[src/rtl/phoenix_led_sequencer_if.sv]
// Command channel between host/control logic and the LED sequencer.
// The host (master) issues pattern commands and abort; the sequencer (slave) returns cmd_ready.
interface phoenix_led_sequencer_if #(
    parameter int unsigned PwmCounterBits = 32,
    parameter int unsigned HoldBits       = 16,
    parameter int unsigned RepeatBits     = 8
);
    logic                      cmd_valid;
    logic                      cmd_ready;
    logic [PwmCounterBits-1:0] cmd_step;
    logic [HoldBits-1:0]       cmd_hold;
    logic [RepeatBits-1:0]     cmd_repeat;
    logic                      abort;

    modport master (
        output cmd_valid,
        output cmd_step,
        output cmd_hold,
        output cmd_repeat,
        output abort,
        input  cmd_ready
    );

    modport slave (
        input  cmd_valid,
        input  cmd_step,
        input  cmd_hold,
        input  cmd_repeat,
        input  abort,
        output cmd_ready
    );
endinterface

[src/rtl/phoenix_led_sequencer.sv]
// LED fade sequencer: drives a PWM generator through fade-in / hold / fade-out / hold cycles,
// advancing one step per PWM period and running a finite or endless number of cycles.
module phoenix_led_sequencer #(
    parameter int unsigned ClockFrequency = 25_000_000,
    parameter int unsigned PwmCounterBits = 32,
    parameter int unsigned PwmCycle       = ClockFrequency / 1000,
    parameter int unsigned HoldBits       = 16,
    parameter int unsigned RepeatBits     = 8
) (
    input  logic                          clk_i,
    input  logic                          rst_ni,
    input  logic                          period_tick_i,
    phoenix_led_sequencer_if.slave        cmd,
    output logic [PwmCounterBits-1:0]     pwm_cycle_o,
    output logic [PwmCounterBits-1:0]     pwm_duty_o,
    output logic                          busy_o,
    output logic                          done_o
);

    localparam logic [PwmCounterBits-1:0] CycleVal = PwmCounterBits'(PwmCycle);
    localparam logic [PwmCounterBits:0]   CycleExt = {1'b0, CycleVal};

    typedef enum logic [2:0] {
        StIdle,
        StFadeIn,
        StHoldOn,
        StFadeOut,
        StHoldOff
    } state_e;

    state_e                    state_q, state_d;
    logic [PwmCounterBits-1:0] duty_q, duty_d;
    logic [PwmCounterBits-1:0] step_q, step_d;
    logic [HoldBits-1:0]       hold_q, hold_d;
    logic [RepeatBits-1:0]     repeat_q, repeat_d;
    logic [HoldBits-1:0]       hold_cnt_q, hold_cnt_d;
    logic [RepeatBits-1:0]     rep_cnt_q, rep_cnt_d;
    logic                      done_q, done_d;

    logic [PwmCounterBits:0]   sum;
    logic [HoldBits-1:0]       hold_cnt_inc;
    logic [RepeatBits-1:0]     rep_cnt_inc;
    logic                      cycle_end;

    assign cmd.cmd_ready = (state_q == StIdle) && !cmd.abort;
    assign pwm_cycle_o   = CycleVal;
    assign pwm_duty_o    = duty_q;
    assign busy_o        = (state_q != StIdle);
    assign done_o        = done_q;

    assign sum          = {1'b0, duty_q} + {1'b0, step_q};
    assign hold_cnt_inc = hold_cnt_q + HoldBits'(1);
    assign rep_cnt_inc  = rep_cnt_q + RepeatBits'(1);

    always_comb begin
        state_d    = state_q;
        duty_d     = duty_q;
        step_d     = step_q;
        hold_d     = hold_q;
        repeat_d   = repeat_q;
        hold_cnt_d = hold_cnt_q;
        rep_cnt_d  = rep_cnt_q;
        done_d     = 1'b0;
        cycle_end  = 1'b0;

        unique case (state_q)
            StIdle: begin
                // Ticks are ignored here, including one coincident with the accept.
                if (cmd.cmd_valid && cmd.cmd_ready) begin
                    step_d     = cmd.cmd_step;
                    hold_d     = cmd.cmd_hold;
                    repeat_d   = cmd.cmd_repeat;
                    duty_d     = '0;
                    hold_cnt_d = '0;
                    rep_cnt_d  = '0;
                    state_d    = StFadeIn;
                end
            end
            StFadeIn: begin
                if (period_tick_i) begin
                    if (sum >= CycleExt || step_q == '0) begin
                        duty_d  = CycleVal;
                        state_d = (hold_q != '0) ? StHoldOn : StFadeOut;
                    end else begin
                        duty_d = sum[PwmCounterBits-1:0];
                    end
                end
            end
            StHoldOn: begin
                if (period_tick_i) begin
                    if (hold_cnt_inc == hold_q) begin
                        hold_cnt_d = '0;
                        state_d    = StFadeOut;
                    end else begin
                        hold_cnt_d = hold_cnt_inc;
                    end
                end
            end
            StFadeOut: begin
                if (period_tick_i) begin
                    if (duty_q <= step_q || step_q == '0) begin
                        duty_d = '0;
                        if (hold_q != '0) begin
                            state_d = StHoldOff;
                        end else begin
                            cycle_end = 1'b1;
                        end
                    end else begin
                        duty_d = duty_q - step_q;
                    end
                end
            end
            StHoldOff: begin
                if (period_tick_i) begin
                    if (hold_cnt_inc == hold_q) begin
                        hold_cnt_d = '0;
                        cycle_end  = 1'b1;
                    end else begin
                        hold_cnt_d = hold_cnt_inc;
                    end
                end
            end
            default: state_d = StIdle;
        endcase

        // A repeat count of zero loops forever until abort.
        if (cycle_end) begin
            if (repeat_q == '0) begin
                state_d = StFadeIn;
            end else if (rep_cnt_inc == repeat_q) begin
                rep_cnt_d = '0;
                done_d    = 1'b1;
                state_d   = StIdle;
            end else begin
                rep_cnt_d = rep_cnt_inc;
                state_d   = StFadeIn;
            end
        end

        if (cmd.abort) begin
            state_d    = StIdle;
            duty_d     = '0;
            hold_cnt_d = '0;
            rep_cnt_d  = '0;
            done_d     = 1'b0;
        end
    end

    always_ff @(posedge clk_i or negedge rst_ni) begin
        if (!rst_ni) begin
            state_q    <= StIdle;
            duty_q     <= '0;
            step_q     <= '0;
            hold_q     <= '0;
            repeat_q   <= '0;
            hold_cnt_q <= '0;
            rep_cnt_q  <= '0;
            done_q     <= 1'b0;
        end else begin
            state_q    <= state_d;
            duty_q     <= duty_d;
            step_q     <= step_d;
            hold_q     <= hold_d;
            repeat_q   <= repeat_d;
            hold_cnt_q <= hold_cnt_d;
            rep_cnt_q  <= rep_cnt_d;
            done_q     <= done_d;
        end
    end

endmodule

[src/flat_wrapper.sv]
// flat-port wrapper written by rule: the top's interface ports become plain ports
module phoenix_led_sequencer_flat 
#(
    parameter int unsigned ClockFrequency = 25_000_000,
    parameter int unsigned PwmCounterBits = 32,
    parameter int unsigned PwmCycle       = ClockFrequency / 1000,
    parameter int unsigned HoldBits       = 16,
    parameter int unsigned RepeatBits     = 8
)
  (clk_i, rst_ni, period_tick_i, pwm_cycle_o, pwm_duty_o, busy_o, done_o, cmd_cmd_valid, cmd_cmd_step, cmd_cmd_hold, cmd_cmd_repeat, cmd_abort, cmd_cmd_ready);
  phoenix_led_sequencer_if #(.PwmCounterBits(PwmCounterBits), .HoldBits(HoldBits), .RepeatBits(RepeatBits)) cmd_i ();
  input  logic clk_i;
  input  logic rst_ni;
  input  logic period_tick_i;
  output logic [PwmCounterBits-1:0] pwm_cycle_o;
  output logic [PwmCounterBits-1:0] pwm_duty_o;
  output logic busy_o;
  output logic done_o;
  input wire logic [$bits(cmd_i.cmd_valid)-1:0] cmd_cmd_valid;
  input wire logic [$bits(cmd_i.cmd_step)-1:0] cmd_cmd_step;
  input wire logic [$bits(cmd_i.cmd_hold)-1:0] cmd_cmd_hold;
  input wire logic [$bits(cmd_i.cmd_repeat)-1:0] cmd_cmd_repeat;
  input wire logic [$bits(cmd_i.abort)-1:0] cmd_abort;
  output wire logic [$bits(cmd_i.cmd_ready)-1:0] cmd_cmd_ready;
  assign cmd_i.cmd_valid = cmd_cmd_valid;
  assign cmd_i.cmd_step = cmd_cmd_step;
  assign cmd_i.cmd_hold = cmd_cmd_hold;
  assign cmd_i.cmd_repeat = cmd_cmd_repeat;
  assign cmd_i.abort = cmd_abort;
  assign cmd_cmd_ready = cmd_i.cmd_ready;
  phoenix_led_sequencer #(.ClockFrequency(ClockFrequency), .PwmCounterBits(PwmCounterBits), .PwmCycle(PwmCycle), .HoldBits(HoldBits), .RepeatBits(RepeatBits)) u_core (.clk_i(clk_i), .rst_ni(rst_ni), .period_tick_i(period_tick_i), .cmd(cmd_i), .pwm_cycle_o(pwm_cycle_o), .pwm_duty_o(pwm_duty_o), .busy_o(busy_o), .done_o(done_o));
endmodule
[config.mk]
export PLATFORM = sky130hd
export DESIGN_NAME = phoenix_led_sequencer_flat
export DESIGN_NICKNAME = d
export VERILOG_FILES = /design/src/rtl/phoenix_led_sequencer_if.sv /design/src/rtl/phoenix_led_sequencer.sv /design/src/flat_wrapper.sv
export SDC_FILE = /design/constraint.sdc
export NUM_CORES = 1
export LEC_CHECK = 0
export CAP_MARGIN = 20
export CELL_PAD_IN_SITES_DETAIL_PLACEMENT = 1
export CELL_PAD_IN_SITES_GLOBAL_PLACEMENT = 1
export CORE_UTILIZATION = 35
export CTS_BUF_LIST = sky130_fd_sc_hd__clkbuf_8
export DETAILED_ROUTE_END_ITERATION = 6
export PLACE_DENSITY = 0.66
export SLEW_MARGIN = 30
export SYNTH_ARGS = -nofsm -noshare
export SYNTH_HDL_FRONTEND = slang
export SYNTH_SLANG_ARGS = --single-unit
[constraint.sdc]
create_clock -name clk_i -period 3.95 [get_ports clk_i]
set_clock_uncertainty 0.15 [all_clocks]
set_input_delay 0.79 -clock clk_i [delete_from_list [all_inputs] [get_ports clk_i]]
set_output_delay 0.79 -clock clk_i [all_outputs]
set_load 0.005 [all_outputs]
# Word-level counts from Yosys, hierarchy flattened
# Cells that the tools add are included.
[word_totals]
out_inout_bits = 67
in_bits = 61
reg_bits = 116
wordCells = 92
[op_classes]
addsub = 4
muxes = 42
reduce_logical = 17
magnitude_cmp = 2
eq_ne = 19
[op_table]
columns = ["op", "count"]
rows = [
  ["two-way mux 32 bit", 6],
  ["one-hot mux 32 bit (3 select lines)", 1],
  ["two-way mux 16 bit", 4],
  ["two-way mux 8 bit", 6],
  ["adder 32 x 32 -> 33 bit", 1],
  ["greater-or-equal comparator 33 x 15 -> 1 bit, second input constant", 1],
  ["two-way mux 3 bit", 11],
  ["<= comparator 32 bit", 1],
  ["zero test 32 bit", 1],
  ["one-hot mux 16 bit (2 select lines)", 1],
  ["subtractor 32 bit", 1],
  ["adder 16 x 1 -> 16 bit, second input constant", 1],
  ["== test 16 bit", 1],
  ["inequality test 4 x 2 -> 1 bit, second input constant", 4],
  ["inequality test 4 x 3 -> 1 bit, second input constant", 4],
  ["nonzero test 16 bit", 1],
  ["one-hot mux 3 bit (5 select lines)", 1],
  ["two-way mux 1 bit", 11],
  ["inequality test 3 bit, second input constant", 3],
  ["AND reduction 9 bit", 1],
  ["adder 8 x 1 -> 8 bit, second input constant", 1],
  ["== test 8 bit", 1],
  ["zero test 8 bit", 1],
  ["== test 3 x 2 -> 1 bit, second input constant", 2],
  ["15 further kinds", 18],
]

# Longest topological paths before layout
[depth]
ltp_word = 8
mapped_depth = 15
mapped_depth_nobuf = 14

# Worst setup path before layout
# OpenSTA, ideal clock, no wires.
[synth_path]
kind = "register to register"
startpoint = "reg u_core.duty_q[2], in the netlist u_core.pwm_duty_o[2]"
endpoint = "reg u_core.duty_q[14], in the netlist u_core.pwm_duty_o[14]"
path_slack_ns = 0.581
n_path_buf = 2
stages_incl_launch_ff = 14
required_time_ns = 3.679
setup_time_ns = 0.121
arrival_time_ns = 3.098
period_less_slack_ns = 3.369
cell_sequence = "dfrtp_1 ha_1 buf_2 nor2b_1 a211o_1 a21oi_1 a21boi_1 o31ai_1 xnor2_1 a311oi_1 nor4_2 nand4_2 buf_4 o22a_1"
[synth_between]
elab_chain_len = 7
word_cells_on_any_way = 12
classes_between = "add/sub (2); order compare (2); mux (6); reduce/logical (2)"
[synth_rtl]
columns = ["item", "line", "rtl"]
rows = [
  ["start: declaration", "phoenix_led_sequencer.sv:32", "logic [PwmCounterBits-1:0] duty_q, duty_d;"],
  ["start signal: assignment", "phoenix_led_sequencer.sv:161", "duty_q <= duty_d;"],
  ["adder 32 x 32 -> 33 bit", "phoenix_led_sequencer.sv:51", "assign sum = {1'b0, duty_q} + {1'b0, step_q};"],
  ["greater-or-equal comparator 33 x 15 -> 1 bit", "phoenix_led_sequencer.sv:81", "if (sum >= CycleExt || step_q == '0) begin"],
  ["logical OR 1 bit", "phoenix_led_sequencer.sv:81", ""],
  ["two-way mux 32 bit", "phoenix_led_sequencer.sv:81", ""],
  ["two-way mux 32 bit", "phoenix_led_sequencer.sv:80", "if (period_tick_i) begin"],
  ["one-hot mux 32 bit (3 select lines) (*)", "phoenix_led_sequencer.sv:66", "unique case (state_q)"],
  ["two-way mux 32 bit (*)", "phoenix_led_sequencer.sv:140", "if (cmd.abort) begin"],
]
# Every way passes the cells marked *; elsewhere a longest branch is shown, timed or not. The select of a mux whose other input is x is not followed.
# A chain may end at the register's enable or synchronous reset.

# Final worst setup path
[layout_path]
startpoint = "reg u_core.step_q[13]"
endpoint = "reg u_core.duty_q[30], in the netlist u_core.pwm_duty_o[30]"
[layout_between]
elab_chain_len = 7
word_cells_on_any_way = 13
classes_between = "add/sub (2); order compare (2); mux (6); reduce/logical (3)"
[layout_rtl]
columns = ["item", "line", "rtl"]
rows = [
  ["start: declaration", "phoenix_led_sequencer.sv:33", "logic [PwmCounterBits-1:0] step_q, step_d;"],
  ["start signal: assignment", "phoenix_led_sequencer.sv:162", "step_q <= step_d;"],
  ["adder 32 x 32 -> 33 bit", "phoenix_led_sequencer.sv:51", ""],
  ["greater-or-equal comparator 33 x 15 -> 1 bit", "phoenix_led_sequencer.sv:81", ""],
  ["logical OR 1 bit", "phoenix_led_sequencer.sv:81", ""],
  ["two-way mux 32 bit", "phoenix_led_sequencer.sv:81", ""],
  ["two-way mux 32 bit", "phoenix_led_sequencer.sv:80", ""],
  ["one-hot mux 32 bit (3 select lines) (*)", "phoenix_led_sequencer.sv:66", ""],
  ["two-way mux 32 bit (*)", "phoenix_led_sequencer.sv:140", ""],
]
# Marked as above.

==> results.md <==
- Run status: finished, final reports clean
- Global-route wire length before repair: 56790 um
- GR Util All Layers: 0.2378
- Worst path slowest cell: ha_1
- Antenna violations before repair: 1
- # H-tree levels: 4
- Worst-path clk slew: 80 ps
- Register area share after synthesis: 0.2832
- Share of power burned in the clock network: 0.168
- Yosys reg bits: 116
- Core Region: 28780 um2
- Share of the synthesized area in the top cell type: 0.2832
- Final worst path period share: 0.9695
- Syn avg cell area: 8.058 um2
- Max Cap Viol: 0
- CTS tree: built
- Clk buf depth: 2
- Die area: 29970 um2
- Final worst slack: 120.3 ps
- Endpoints failing setup: 0
- Nets@finish: 1532
- CTS Buf Count: 17
- Routability congestion estimate: 0.9144
- Lkg Pwr: 0.005350 uW
- CTS root buf: clkbuf_8
- Int Power: 3590 uW
- Multi-input gate area: 6748 um2
- Dpl hpwl: 27130 um
- WP buf/inv: 4
- Hold Path Class: primary input to asynchronous set/reset pin
- Fin. max-slew vios: 0
- Gr ovfl total: 0
- Final Hold Violating Endpoints: 0
- Synth Cell Area: 10250 um2
- CP cell instances: inv_1 -> ha_1 -> buf_4 -> nand3_1 -> nor3_2 -> o211ai_1 -> buf_4 -> buf_4 -> a21oi_1 -> nand2_1 -> a211o_1 -> a21oi_1 -> o21ai_0 -> mux2i_1 -> a211o_1
- Ports: 128
- Vias in the first global route: 10300
- 1st-iter DRT viols: 592
- Routed length per instance: 19.62 um
- Top_reg_cell synth: dfrtp_1
- Placed Area: 11870 um2
- Area contributors post-synth: dfrtp_1 (28%), ha_1 (8.1%), nand2_1 (6.0%)
- Syn-to-layout area delta: 21.34%
- Cell variety after synth: 95
- Largest net degree at the start of global routing: 55
- Final hold slack: 128.4 ps
- Vias: 10010
- Ratio of cells with drive above 1 in the final layout: 0.1385
- Cell accounting for the most synthesized area: dfrtp_1
- Drt drc: 0
- Crit-path max FO: 6
- Final sum of negative setup slack: 0 ps
- Num rows: 62
- Die width: 173.1 um
- Worst rel slew slack: 0.3332
- Final ANT Viol Nets: 0
- Commonest non-fill, non-tap cell in the layout: nand2_1
- Drt first pass iters: 5
- Worst path required time: 4150 ps
- Cts hold-fix bufs: 0
- Fin crit period: 3830 ps
- Cells after Synth: 1272
- Critical path's top delay family: compound AO/OA/AOI/OAI gates
- Max Freq: 261.1 MHz
- Most numerous cell on the critical path: buf_4
- Clock sink count: 116
- Fraction of registers with async set/reset: 1.000
- Comb pwr share: 0.562
- Register share of total power: 0.270
- Dpl ws: -202.3 ps
- Category of the most critical setup path: flip-flop to flip-flop
- Maximum vdd drop: 0.2323 mV
- Insertion delay to the later sink of the worst-skew pair: 480 ps
- CP arrival: 4030 ps
- Switching pwr: 3303 uW
- Post-route cell area: 12440 um2
- Sequential Area: 2904 um2
- Startpoint Class: flip-flop
- Post-synth EDFFs: 0
- Power per Cell Area: 554.2 nW/um2
- Filler cells: 3463
- Commonest non-fill, non-tap cells in the layout: nand2_1 (163), dfrtp_1 (115), clkdlybuf4s50_1 (94)
- Via/cell ratio: 5.559
- Routed WL: 35320 um
- Tightest Pin Transition: 999.1 ps
- Yosys Warn Count: 0
- Switching share of power: 0.4792
- Initial Utilization: 0.3561
- Die H: 173.1 um
- Max stage delay on crit path: 400 ps
- Port Buf Inserts: 95
- CP Capture Type: flip-flop
sequential cells by signal (all words and copies together) (netlist names):
name / flops
u_core.done_o: 1
u_core.hold_cnt_q: 16
u_core.hold_q: 16
u_core.pwm_duty_o: 32
u_core.rep_cnt_q: 8
u_core.repeat_q: 8
u_core.state_q: 3
u_core.step_q: 32
repair_timing:
item	4_1_cts	5_1_grt
pin swaps	1	5
resized for setup	3	29
endpoints found under the setup margin	15	22
buffers inserted	1	2
cell usage after synthesis, types with 32 or more instances:
cell	count
clkbuf_1	33
dfrtp_1	116
buf_4	35
a21oi_1	86
nor4_1	34
xnor2_1	46
nor2_1	78
nand3_1	32
inv_1	60
nand2_1	163
ha_1	66
o21ai_0	85
power by group through the flow:
stage,clock network [uW],logic (uW),registers [uW]
global route,1230,4250,1910
detailed placement,0,3760,1870
global placement,0,3700,1870
finish,1160,3870,1860
CTS,1190,3790,1860
floorplan,0,2560,1730
final cells by class:
class / instances / area share
clock inverters: 14 / 0.01247
diodes: 1 / 0.0002012
multi-input cells: 1016 / 0.5426
inverters: 67 / 0.02022
repair buffers: 185 / 0.1336
flip-flops and latches: 116 / 0.2335
clock buffers: 17 / 0.01881
well taps: 384 / 0.03863
final timing paths:
path	from	endpoint	slack, ps	depth (start not counted)
max	u_core.step_q[13]$_DFFE_PN0P_	u_core.pwm_duty_o[30]$_DFFE_PN0P_	120	15
min	rst_ni	u_core.hold_cnt_q[4]$_DFFE_PN0P_	130	1
max reg2reg	u_core.step_q[13]$_DFFE_PN0P_	u_core.pwm_duty_o[30]$_DFFE_PN0P_	120	15
min reg2reg	u_core.hold_cnt_q[15]$_DFFE_PN0P_	u_core.hold_cnt_q[15]$_DFFE_PN0P_	360	1
max in group asynchronous	rst_ni	u_core.step_q[16]$_DFFE_PN0P_	2720	2
min in group clk_i	u_core.hold_cnt_q[15]$_DFFE_PN0P_	u_core.hold_cnt_q[15]$_DFFE_PN0P_	360	1
metal layers:
| layer | vias to the layer above | share of wire | GRT usage |
|---|---|---|---|
| met5 | - | 0 | 0 |
| met4 | 0 | 0.021 | 0.07264 |
| met3 | 38 | 0.039 | 0.04376 |
| met2 | 188 | 0.46 | 0.3866 |
| met1 | 4982 | 0.48 | 0.3193 |
| li1 | 4798 | - | - |
cells by family (layout without fill, tap and decap cells):
logic type | after synthesis | count (layout) | synth area share
AOI/OAI and AO/OA | 386 | 386 | 0.2585
xor gates and xnor gates | 67 | 67 | 0.05725
adders and majority gates | 68 | 68 | 0.08447
buffers and inverters | 170 | 283 | 0.08362
DFF | 116 | 116 | 0.2832
muxes | 8 | 8 | 0.008179
other | 2 | 33 | 0.0007327
and+or+nand+nor | 455 | 455 | 0.2240
metrics by stage:
stage          cells  utilization  power (uW)
5_1_grt         1800       0.4321        7396
3_3_place_gp    1765       0.4125        5567
3_5_place_dp    1765       0.4125        5630
2_1_floorplan   1302            -        4289
6_report        1800       0.4321        6892
4_1_cts         1797       0.4265        6842
(Power assumes the default switching activity.)
==> variant (config.mk and constraints unchanged) <==
Reset style: synchronous (`rst_ni`), changed in one clocked block.
--- a/src/rtl/phoenix_led_sequencer.sv
+++ b/src/rtl/phoenix_led_sequencer.sv
@@ -148,3 +148,3 @@
 
-    always_ff @(posedge clk_i or negedge rst_ni) begin
+    always_ff @(posedge clk_i) begin
         if (!rst_ni) begin
Behaviour: differs if rst_ni is asserted again (counterexample within 4 cycles, from zero or initial values and one cycle with rst_ni low); with rst_ni held inactive, the same outputs for 4 cycles.
==> variant against the original RTL <==
First-iteration DRC count is 13% lower. Wire length up 16%. Final area up 7.2%. Via count is 13% higher. Sequential cell count unchanged. Setup slack gained 0.0058 ns. Area after synthesis is 0.71% higher.
Power is not compared: it rests on default switching activity, and its combinational part moved more than twofold at a synthesized area within 25%.
==> variant: results <==
export IMPL_synth_compound_area_frac=0.2858
export IMPL_nonClkBufAreaFrac=0.1766
export IMPL_synth_common_cells="198 x nand2_1, 116 x dfxtp_1, 115 x nor2_1"
export IMPL_tightest_slew_ns=0.8165
export IMPL_grt_pass1_wl_um=64530
export IMPL_grt_max_degree=57
export IMPL_drive_gt1_frac=0.1696
export IMPL_n_all_buffers=277
export IMPL_fillers=3610
export IMPL_place_area_mm2=0.01271
export IMPL_rr_worst_depth=12
export IMPL_synth_xor_area_frac=0.04921
export IMPL_crit_arrival_ns=4.02
export IMPL_status="complete, no violations"
export IMPL_place_congestion=0.9392
export IMPL_seq_share=0.1744
export IMPL_clk_share=0.02901
export IMPL_areaGrowthSynthToFinish_pct=29.10
export IMPL_worstPathMaxFanout=8
export IMPL_antenna_found_initial=0
export IMPL_synth_fa_ha_area_frac=0.08388
export IMPL_yosysUniqueCellTypes=94
export IMPL_place_inst=1996
export IMPL_drtIter0Drc=513
export IMPL_synth_seq_area_share=0.2250
export IMPL_diodes=0
==> variant: changes by cell type in the layout (fill, tap and decap cells not counted), sizes merged, moves of 33 or more <==
| cell | delta |
|---|---|
| a21boi | +61 |
| dfxtp | +116 |
| nor2 | +37 |
| dfrtp | -116 |
| buf | +92 |
| nand2 | +33 |
==> variant: timing repair <==
item / CTS / global route
setup endpoints to repair: 11 / 23
pin swaps: 1 / 2
gates resized for setup: 11 / 32
setup buffers: 0 / 1
==> variant: worst max-delay path, stage by stage, from the launching register on <==
cell,delay (ns)
dfxtp_1,0.34
inv_1,0.05
ha_1,0.52
inv_2,0.13
a21oi_1,0.36
a21oi_1,0.13
o221ai_1,0.25
o2111ai_1,0.18
a2111oi_1,0.44
nand4_1,0.21
or4_4,0.59
o21ai_4,0.22
a31oi_1,0.12
==> variant: metal layers <==
metal,part of all wire,GRT usage
met1,0.44,0.3353
met3,0.039,0.04079
met4,0.029,0.09832
met5,0,0
met2,0.49,0.4737
